==> config.mk <==
export PLATFORM = sky130hd
export DESIGN_NAME = fft32_stage2
export DESIGN_NICKNAME = d
export VERILOG_FILES = /design/src/rtl/fft32_pkg.sv /design/src/rtl/fft32_cmul.sv /design/src/rtl/fft32_stage2.sv
export SDC_FILE = /design/constraint.sdc
export NUM_CORES = 2
export LEC_CHECK = 0
export BUFFER_PORTS_ARGS = -buffer_cell sky130_fd_sc_hd__buf_4
export CAP_MARGIN = 30
export CELL_PAD_IN_SITES_DETAIL_PLACEMENT = 0
export CELL_PAD_IN_SITES_GLOBAL_PLACEMENT = 1
export CORE_MARGIN = 4
export CORE_UTILIZATION = 30
export DETAILED_ROUTE_END_ITERATION = 8
export MAX_ROUTING_LAYER = met4
export PLACE_DENSITY_LB_ADDON = 0.1
export REMOVE_ABC_BUFFERS = 1
export SYNTH_ARGS = -nofsm -noshare
export SYNTH_HDL_FRONTEND = slang
export SYNTH_HIERARCHICAL = 1
export SYNTH_SLANG_ARGS = --single-unit
==> constraint.sdc <==
create_clock -name clk -period 9.2 [get_ports clk]
set_input_delay 1.38 -clock clk [delete_from_list [all_inputs] [get_ports clk]]
set_output_delay 1.38 -clock clk [all_outputs]
set_load 0.02 [all_outputs]
==> src/rtl/fft32_pkg.sv <==
// fft32_pkg: shared definitions for the 32-point radix-2 DIF SDF FFT stages.
//   DATA_W / TW_W / TW_FRAC : sample width, twiddle width, twiddle fraction bits
//   SUM_W                   : one-bit-growth width for butterfly sums/differences
//   TW_RE / TW_IM           : W16^k twiddle table, k = 0..7, signed Q1.8
//   state_t                 : stage sequencing states
//   sat_dw()                : saturate a signed value to DATA_W bits
package fft32_pkg;

  localparam int DATA_W  = 19;
  localparam int TW_W    = 10;
  localparam int TW_FRAC = 8;
  localparam int SUM_W   = DATA_W + 1;

  localparam int SAT_MAX = (2 ** (DATA_W - 1)) - 1;
  localparam int SAT_MIN = -(2 ** (DATA_W - 1));

  localparam logic signed [TW_W-1:0] TW_RE [8] = '{
    10'sd256,  10'sd237,  10'sd181,  10'sd98,
    10'sd0,   -10'sd98,  -10'sd181, -10'sd237
  };

  localparam logic signed [TW_W-1:0] TW_IM [8] = '{
    10'sd0,   -10'sd98,  -10'sd181, -10'sd237,
   -10'sd256, -10'sd237, -10'sd181, -10'sd98
  };

  typedef enum logic [1:0] {
    ST_IDLE,
    ST_RUN,
    ST_DRAIN
  } state_t;

  function automatic logic signed [DATA_W-1:0] sat_dw(input logic signed [31:0] x);
    if (x > SAT_MAX) begin
      return {1'b0, {(DATA_W-1){1'b1}}};
    end else if (x < SAT_MIN) begin
      return {1'b1, {(DATA_W-1){1'b0}}};
    end else begin
      return x[DATA_W-1:0];
    end
  endfunction

endpackage

==> src/rtl/fft32_cmul.sv <==
// fft32_cmul: combinational complex multiply y = a * w with round-half-up
// (+2^(TW_FRAC-1)), arithmetic shift by TW_FRAC and saturation to DATA_W.
//   a_r, a_i : data operand, DATA_W signed
//   w_r, w_i : twiddle operand, TW_W signed Q1.8
//   y_r, y_i : rounded, saturated product, DATA_W signed
module fft32_cmul
  import fft32_pkg::*;
(
  input  logic signed [DATA_W-1:0] a_r,
  input  logic signed [DATA_W-1:0] a_i,
  input  logic signed [TW_W-1:0]   w_r,
  input  logic signed [TW_W-1:0]   w_i,
  output logic signed [DATA_W-1:0] y_r,
  output logic signed [DATA_W-1:0] y_i
);

  // Full product width plus one bit for the add/subtract of two products.
  localparam int ACC_W = DATA_W + TW_W + 1;
  localparam logic signed [ACC_W-1:0] RND = ACC_W'(1) <<< (TW_FRAC - 1);

  logic signed [ACC_W-1:0] acc_r, acc_i;
  logic signed [ACC_W-1:0] shr_r, shr_i;

  always_comb begin
    acc_r = ACC_W'(a_r) * ACC_W'(w_r) - ACC_W'(a_i) * ACC_W'(w_i);
    acc_i = ACC_W'(a_r) * ACC_W'(w_i) + ACC_W'(a_i) * ACC_W'(w_r);
    shr_r = (acc_r + RND) >>> TW_FRAC;
    shr_i = (acc_i + RND) >>> TW_FRAC;
    y_r   = sat_dw(32'(shr_r));
    y_i   = sat_dw(32'(shr_i));
  end

endmodule

==> src/rtl/fft32_stage2.sv <==
// fft32_stage2: second stage of the 32-point radix-2 DIF SDF FFT.
// Each 32-sample frame is handled as two 16-sample groups through an 8-entry
// delay line: the first half of a group is stored, the second half is
// butterflied against it (sum emitted, difference stored), and the stored
// differences are emitted times W16^k while the next group is being stored.
//   clk                    : rising-edge clock
//   rst                    : asynchronous active-low reset
//   valid_i                : input sample valid
//   data_in_r / data_in_i  : input sample, DATA_W signed
//   valid_o                : output sample valid (registered)
//   data_out_r / data_out_i: output sample, DATA_W signed (registered)
module fft32_stage2
  import fft32_pkg::*;
(
  input  logic                     clk,
  input  logic                     rst,
  input  logic                     valid_i,
  input  logic signed [DATA_W-1:0] data_in_r,
  input  logic signed [DATA_W-1:0] data_in_i,
  output logic                     valid_o,
  output logic signed [DATA_W-1:0] data_out_r,
  output logic signed [DATA_W-1:0] data_out_i
);

  state_t                   state_q, state_d;
  logic [4:0]               cnt_q;
  logic                     pending_q;
  logic signed [DATA_W-1:0] dl_r [8];
  logic signed [DATA_W-1:0] dl_i [8];

  logic [2:0]               slot;
  logic                     phase;
  logic                     drain_step;
  logic                     step;
  logic signed [DATA_W-1:0] rd_r, rd_i;
  logic signed [TW_W-1:0]   w_r, w_i;
  logic signed [SUM_W-1:0]  sum_r, sum_i, dif_r, dif_i;
  logic signed [DATA_W-1:0] tw_r, tw_i;
  logic                     emit;
  logic signed [DATA_W-1:0] emit_r, emit_i;

  always_comb begin
    slot  = cnt_q[2:0];
    phase = cnt_q[3];
    // cnt sits at 0 in RUN only right after a frame wrap; no input there
    // means no follow-on frame, so this cycle is already the first drain step.
    drain_step = (state_q == ST_DRAIN) ||
                 ((state_q == ST_RUN) && (cnt_q == '0) && !valid_i);
    step  = valid_i || drain_step;
    rd_r  = dl_r[slot];
    rd_i  = dl_i[slot];
    w_r   = TW_RE[slot];
    w_i   = TW_IM[slot];
    sum_r = SUM_W'(rd_r) + SUM_W'(data_in_r);
    sum_i = SUM_W'(rd_i) + SUM_W'(data_in_i);
    dif_r = SUM_W'(rd_r) - SUM_W'(data_in_r);
    dif_i = SUM_W'(rd_i) - SUM_W'(data_in_i);
  end

  fft32_cmul u_cmul (
    .a_r (rd_r),
    .a_i (rd_i),
    .w_r (w_r),
    .w_i (w_i),
    .y_r (tw_r),
    .y_i (tw_i)
  );

  always_comb begin
    emit   = 1'b0;
    emit_r = tw_r;
    emit_i = tw_i;
    if (step) begin
      if (phase) begin
        emit   = 1'b1;
        emit_r = sat_dw(32'(sum_r));
        emit_i = sat_dw(32'(sum_i));
      end else if (pending_q) begin
        emit = 1'b1;
      end
    end
  end

  always_comb begin
    state_d = state_q;
    unique case (state_q)
      ST_IDLE:  if (valid_i)         state_d = ST_RUN;
      ST_RUN:   if (drain_step)      state_d = ST_DRAIN;
      ST_DRAIN: if (slot == 3'd7)    state_d = ST_IDLE;
      default:                       state_d = ST_IDLE;
    endcase
  end

  always_ff @(posedge clk or negedge rst) begin
    if (!rst) begin
      state_q    <= ST_IDLE;
      cnt_q      <= '0;
      pending_q  <= 1'b0;
      valid_o    <= 1'b0;
      data_out_r <= '0;
      data_out_i <= '0;
      for (int unsigned i = 0; i < 8; i++) begin
        dl_r[i] <= '0;
        dl_i[i] <= '0;
      end
    end else begin
      state_q <= state_d;
      valid_o <= emit;
      if (emit) begin
        data_out_r <= emit_r;
        data_out_i <= emit_i;
      end
      if (step) begin
        // The last drain step returns cnt to 0 so IDLE always starts a frame at slot 0.
        cnt_q <= ((state_q == ST_DRAIN) && (slot == 3'd7)) ? '0 : cnt_q + 5'd1;
        if (cnt_q[3:0] == 4'hF) begin
          pending_q <= 1'b1;
        end else if (!phase && (slot == 3'd7)) begin
          pending_q <= 1'b0;
        end
      end
      if (valid_i) begin
        if (phase) begin
          dl_r[slot] <= sat_dw(32'(dif_r));
          dl_i[slot] <= sat_dw(32'(dif_i));
        end else begin
          dl_r[slot] <= data_in_r;
          dl_i[slot] <= data_in_i;
        end
      end
    end
  end

endmodule

==> flow_metrics.tcl <==
set metrics [dict create \
    status "finished, final reports clean" \
    synth_area_mm2 0.0496 \
    critPathTopFamily "adder cells" \
    synthCells 5516 \
    cts_htree_levels 2 \
    clock_tree.buffer_depth 3 \
    postSynth.topFlopCell "sky130_fd_sc_hd__dfrtp_1" \
    drtPass1Iterations 7 \
    detail_route.drc_violations 0 \
    clockRootBuffer "sky130_fd_sc_hd__clkbuf_16" \
    slowest_delay_ns 0.56 \
    launching_element_type_of_the_critical_path "flop" \
    mostFrequentLayoutCell "sky130_fd_sc_hd__inv_1" \
    fillCellCount 17000 \
    critical_path_peak_fanout 13 \
    cp.buffers_inverters 9 \
    io_pins 80 \
    worst_ep_required_time_ns 9.72 \
    grt_pass1_vias 41300 \
    clock_latency_ns 0.60 \
    worst_slew_pin_slew_ns 1.01 \
    finalWirelength_um 195000 \
    fp.dieH_um 415 \
    fp.dieArea_mm2 0.172 \
    cts_hold_repair_buffers 0 \
    synth-async-reset-ratio_pct 100 \
    vias 39500 \
    die-width_um 415 \
    routed_wire_length_per_instance_um 24.3 \
    hold_viol_final 0 \
    dp_cells 7904 \
    synth-seq-area-share_pct 17.7 \
    worst_r2r_endpoint "data_out_r[9]" \
    synth_enable_flop_cells 0 \
    std_cell_rows 148 \
    setup.worst_path.class "flop to flop" \
    seq_cells_post_synth 351 \
    ys_warn_count 6 \
    number_of_nets_in_the_final_layout 6942 \
    drv_cap 0 \
    clk_transition_reported_paths_ns 0.06 \
    tritoncts_clock_tree "done" \
    layout.cells.most_common_list "969 x sky130_fd_sc_hd__inv_1, 770 x sky130_fd_sc_hd__fa_1, 611 x sky130_fd_sc_hd__nand2_1" \
    antenna_found_initial 11 \
    grt_pass1_wl_um 289000 \
    count_of_routing_violations_after_the_opening_detailed_route_iteration 2589 \
    timing.hold.worst_endpoint "state_q[0]" \
    worst_clock_skew_ns 0.0424 \
    port_buffer_count 79 \
    post_route_cells_drive_above_1_share_pct 15.9 \
    layout-area-overhead-vs-synth_pct 18.8 \
    final-instance-count-excl-fill 8042 \
    unrepaired_setup_endpoints_after_global_routing "yes" \
    layout_worst_path_cycle_share_pct 97.3 \
    regToRegStartpoint "cnt_q[2]" \
    post-route-min-period_ns 8.95 \
    starting_utilization_of_the_core_area_pct 30.3 \
    start_point_of_the_worst_min_delay_path "state_q[1]" \
    min_delay_path_depth 1 \
    clock.fmax_ghz 0.112 \
    ff2ff_path_depth 34 \
    reg2reg_setup_slack_ns 0.25 \
    placeableCoreArea_mm2 0.164 \
    critical-path-slowest-cell "sky130_fd_sc_hd__or4_4" \
    syn_area_per_cell_um2 8.99 \
    viasPerCell 4.91 \
    post_synth_num_cell_types 102 \
    post_drt_antenna_nets 0 \
    cts_buf_count 39 \
    hold_path_class "flop to flop" \
    cts.sinks 351 \
    setup-violations-final 0 \
    critPathArrivalTime_ns 9.47 \
    setup.worst_path.end_class "flop" \
    max-slew-margin-rel_pct 32.5 \
    track_usage_pct 23.1 \
    placed_wire_length_estimate_after_detailed_placement_um 154000 \
    crit_top_cell "sky130_fd_sc_hd__fa_1" \
    final-max-slew-violation-count 0 \
    gp_congestion 0.843 \
    grt_start_max_net_pins 123 \
    overflow_after_grt 0 \
]
==> worst max path at each step <==
stage	from	endpoint	slack, ns	cells past startpoint
floorplan	cnt_q[2]	data_out_r[9]	-3.98	26
global placement	cnt_q[2]	data_out_r[3]	-0.22	33
detailed placement	cnt_q[2]	data_out_r[9]	-0.20	31
CTS	cnt_q[2]	data_out_r[9]	0.001	33
global route	cnt_q[1]	data_out_r[9]	-0.03	34
finish	cnt_q[2]	data_out_r[9]	0.25	34
==> sequential cells by signal, summed over array words and instances (netlist names) <==
| register | flops |
|---|---|
| pending_q | 1 |
| valid_o | 1 |
| state_q | 2 |
| dl_i | 152 |
| data_out_r | 19 |
| cnt_q | 5 |
| dl_r | 152 |
| data_out_i | 19 |
==> logic make-up after synthesis <==
kind of cell / after synthesis / synth area share, %
simple gates: 1546 / 14.7
buf+inv: 1294 / 9.97
fa+ha+maj: 1066 / 38.7
compound gates: 951 / 12.6
flops: 351 / 17.7
mux: 186 / 4.17
xor+xnor: 121 / 2.14
other cells: 1 / 0.00756
==> metal layers <==
layer	part of all wire, %	track usage [%]
met4	2.6	5.13
met3	4.3	2.75
met5	0	-
met2	45	35.1
met1	48	33.1
==> cell usage after synthesis (11+ instances only) <==
library cell / n / share of area, %
sky130_fd_sc_hd__a31oi_1: 65 / 0.82
sky130_fd_sc_hd__fa_1: 780 / 31
sky130_fd_sc_hd__mux4_2: 13 / 0.59
sky130_fd_sc_hd__a21oi_2: 12 / 0.21
sky130_fd_sc_hd__nor3_1: 35 / 0.35
sky130_fd_sc_hd__o21a_1: 11 / 0.17
sky130_fd_sc_hd__inv_1: 976 / 7.4
sky130_fd_sc_hd__clkbuf_1: 262 / 2.0
sky130_fd_sc_hd__mux2_2: 35 / 0.79
sky130_fd_sc_hd__nand2b_1: 52 / 0.66
sky130_fd_sc_hd__nand4_1: 12 / 0.15
sky130_fd_sc_hd__o31ai_1: 23 / 0.35
sky130_fd_sc_hd__buf_1: 20 / 0.15
sky130_fd_sc_hd__a21oi_1: 221 / 2.2
sky130_fd_sc_hd__nand2_1: 617 / 4.7
sky130_fd_sc_hd__o21ai_0: 261 / 2.6
sky130_fd_sc_hd__o22ai_1: 30 / 0.38
sky130_fd_sc_hd__a21o_1: 43 / 0.65
sky130_fd_sc_hd__mux2i_1: 138 / 2.8
sky130_fd_sc_hd__o21ai_1: 18 / 0.18
sky130_fd_sc_hd__nand3_1: 50 / 0.50
sky130_fd_sc_hd__a211oi_1: 18 / 0.27
sky130_fd_sc_hd__and2_1: 357 / 4.5
sky130_fd_sc_hd__xor2_1: 31 / 0.55
sky130_fd_sc_hd__nor2b_1: 50 / 0.63
sky130_fd_sc_hd__nor2_1: 316 / 2.4
sky130_fd_sc_hd__and3_1: 11 / 0.14
sky130_fd_sc_hd__dfrtp_1: 351 / 18
sky130_fd_sc_hd__xnor2_1: 90 / 1.6
sky130_fd_sc_hd__ha_1: 285 / 7.2
sky130_fd_sc_hd__o221ai_1: 21 / 0.37
sky130_fd_sc_hd__a22oi_1: 29 / 0.44
sky130_fd_sc_hd__o21bai_1: 16 / 0.24
sky130_fd_sc_hd__o211ai_1: 12 / 0.18
sky130_fd_sc_hd__a221oi_1: 44 / 0.78
sky130_fd_sc_hd__or3_1: 11 / 0.14
sky130_fd_sc_hd__buf_2: 25 / 0.25
==> stage by stage <==
step | hold slack [ns] | setup slack [ns] | util (%) | instance area (µm²) | setup TNS, ns
after global placement | 0.435 | -0.216 | 34.2 | 55900 | -0.728
after CTS | 0.453 | 0.00101 | 35.2 | 57500 | 0
after detailed placement | 0.443 | -0.198 | 34.2 | 56000 | -1.22
after floorplan | 0.417 | -3.98 | - | 48300 | -133.88
final | 0.458 | 0.250 | 36.0 | 58900 | 0
after global routing | 0.487 | -0.0288 | 36.0 | 58900 | -0.107
==> final cells by class <==
type                    count  area [µm²]  share of cell area [%]
multi-input cells        3872       36900                    62.6
flip-flops and latches    351        8800                    14.9
repair buffers            594        5550                    9.42
inverters                 978        3700                    6.28
well taps                2175        2720                    4.62
clock buffers              57        1120                    1.91
clock inverters            11         151                   0.257
diodes                      4        10.0                  0.0170
==> repair_timing <==
item / CTS / global route
cloned: 2 / 8
gates resized for setup: 18 / 166
setup buffers: 10 / 49
endpoints found under the setup margin: 26 / 36
pin swaps: 4 / 99
Power is not shown: default switching activity piles up to over one toggle a cycle in this logic, so the estimate is an artifact.
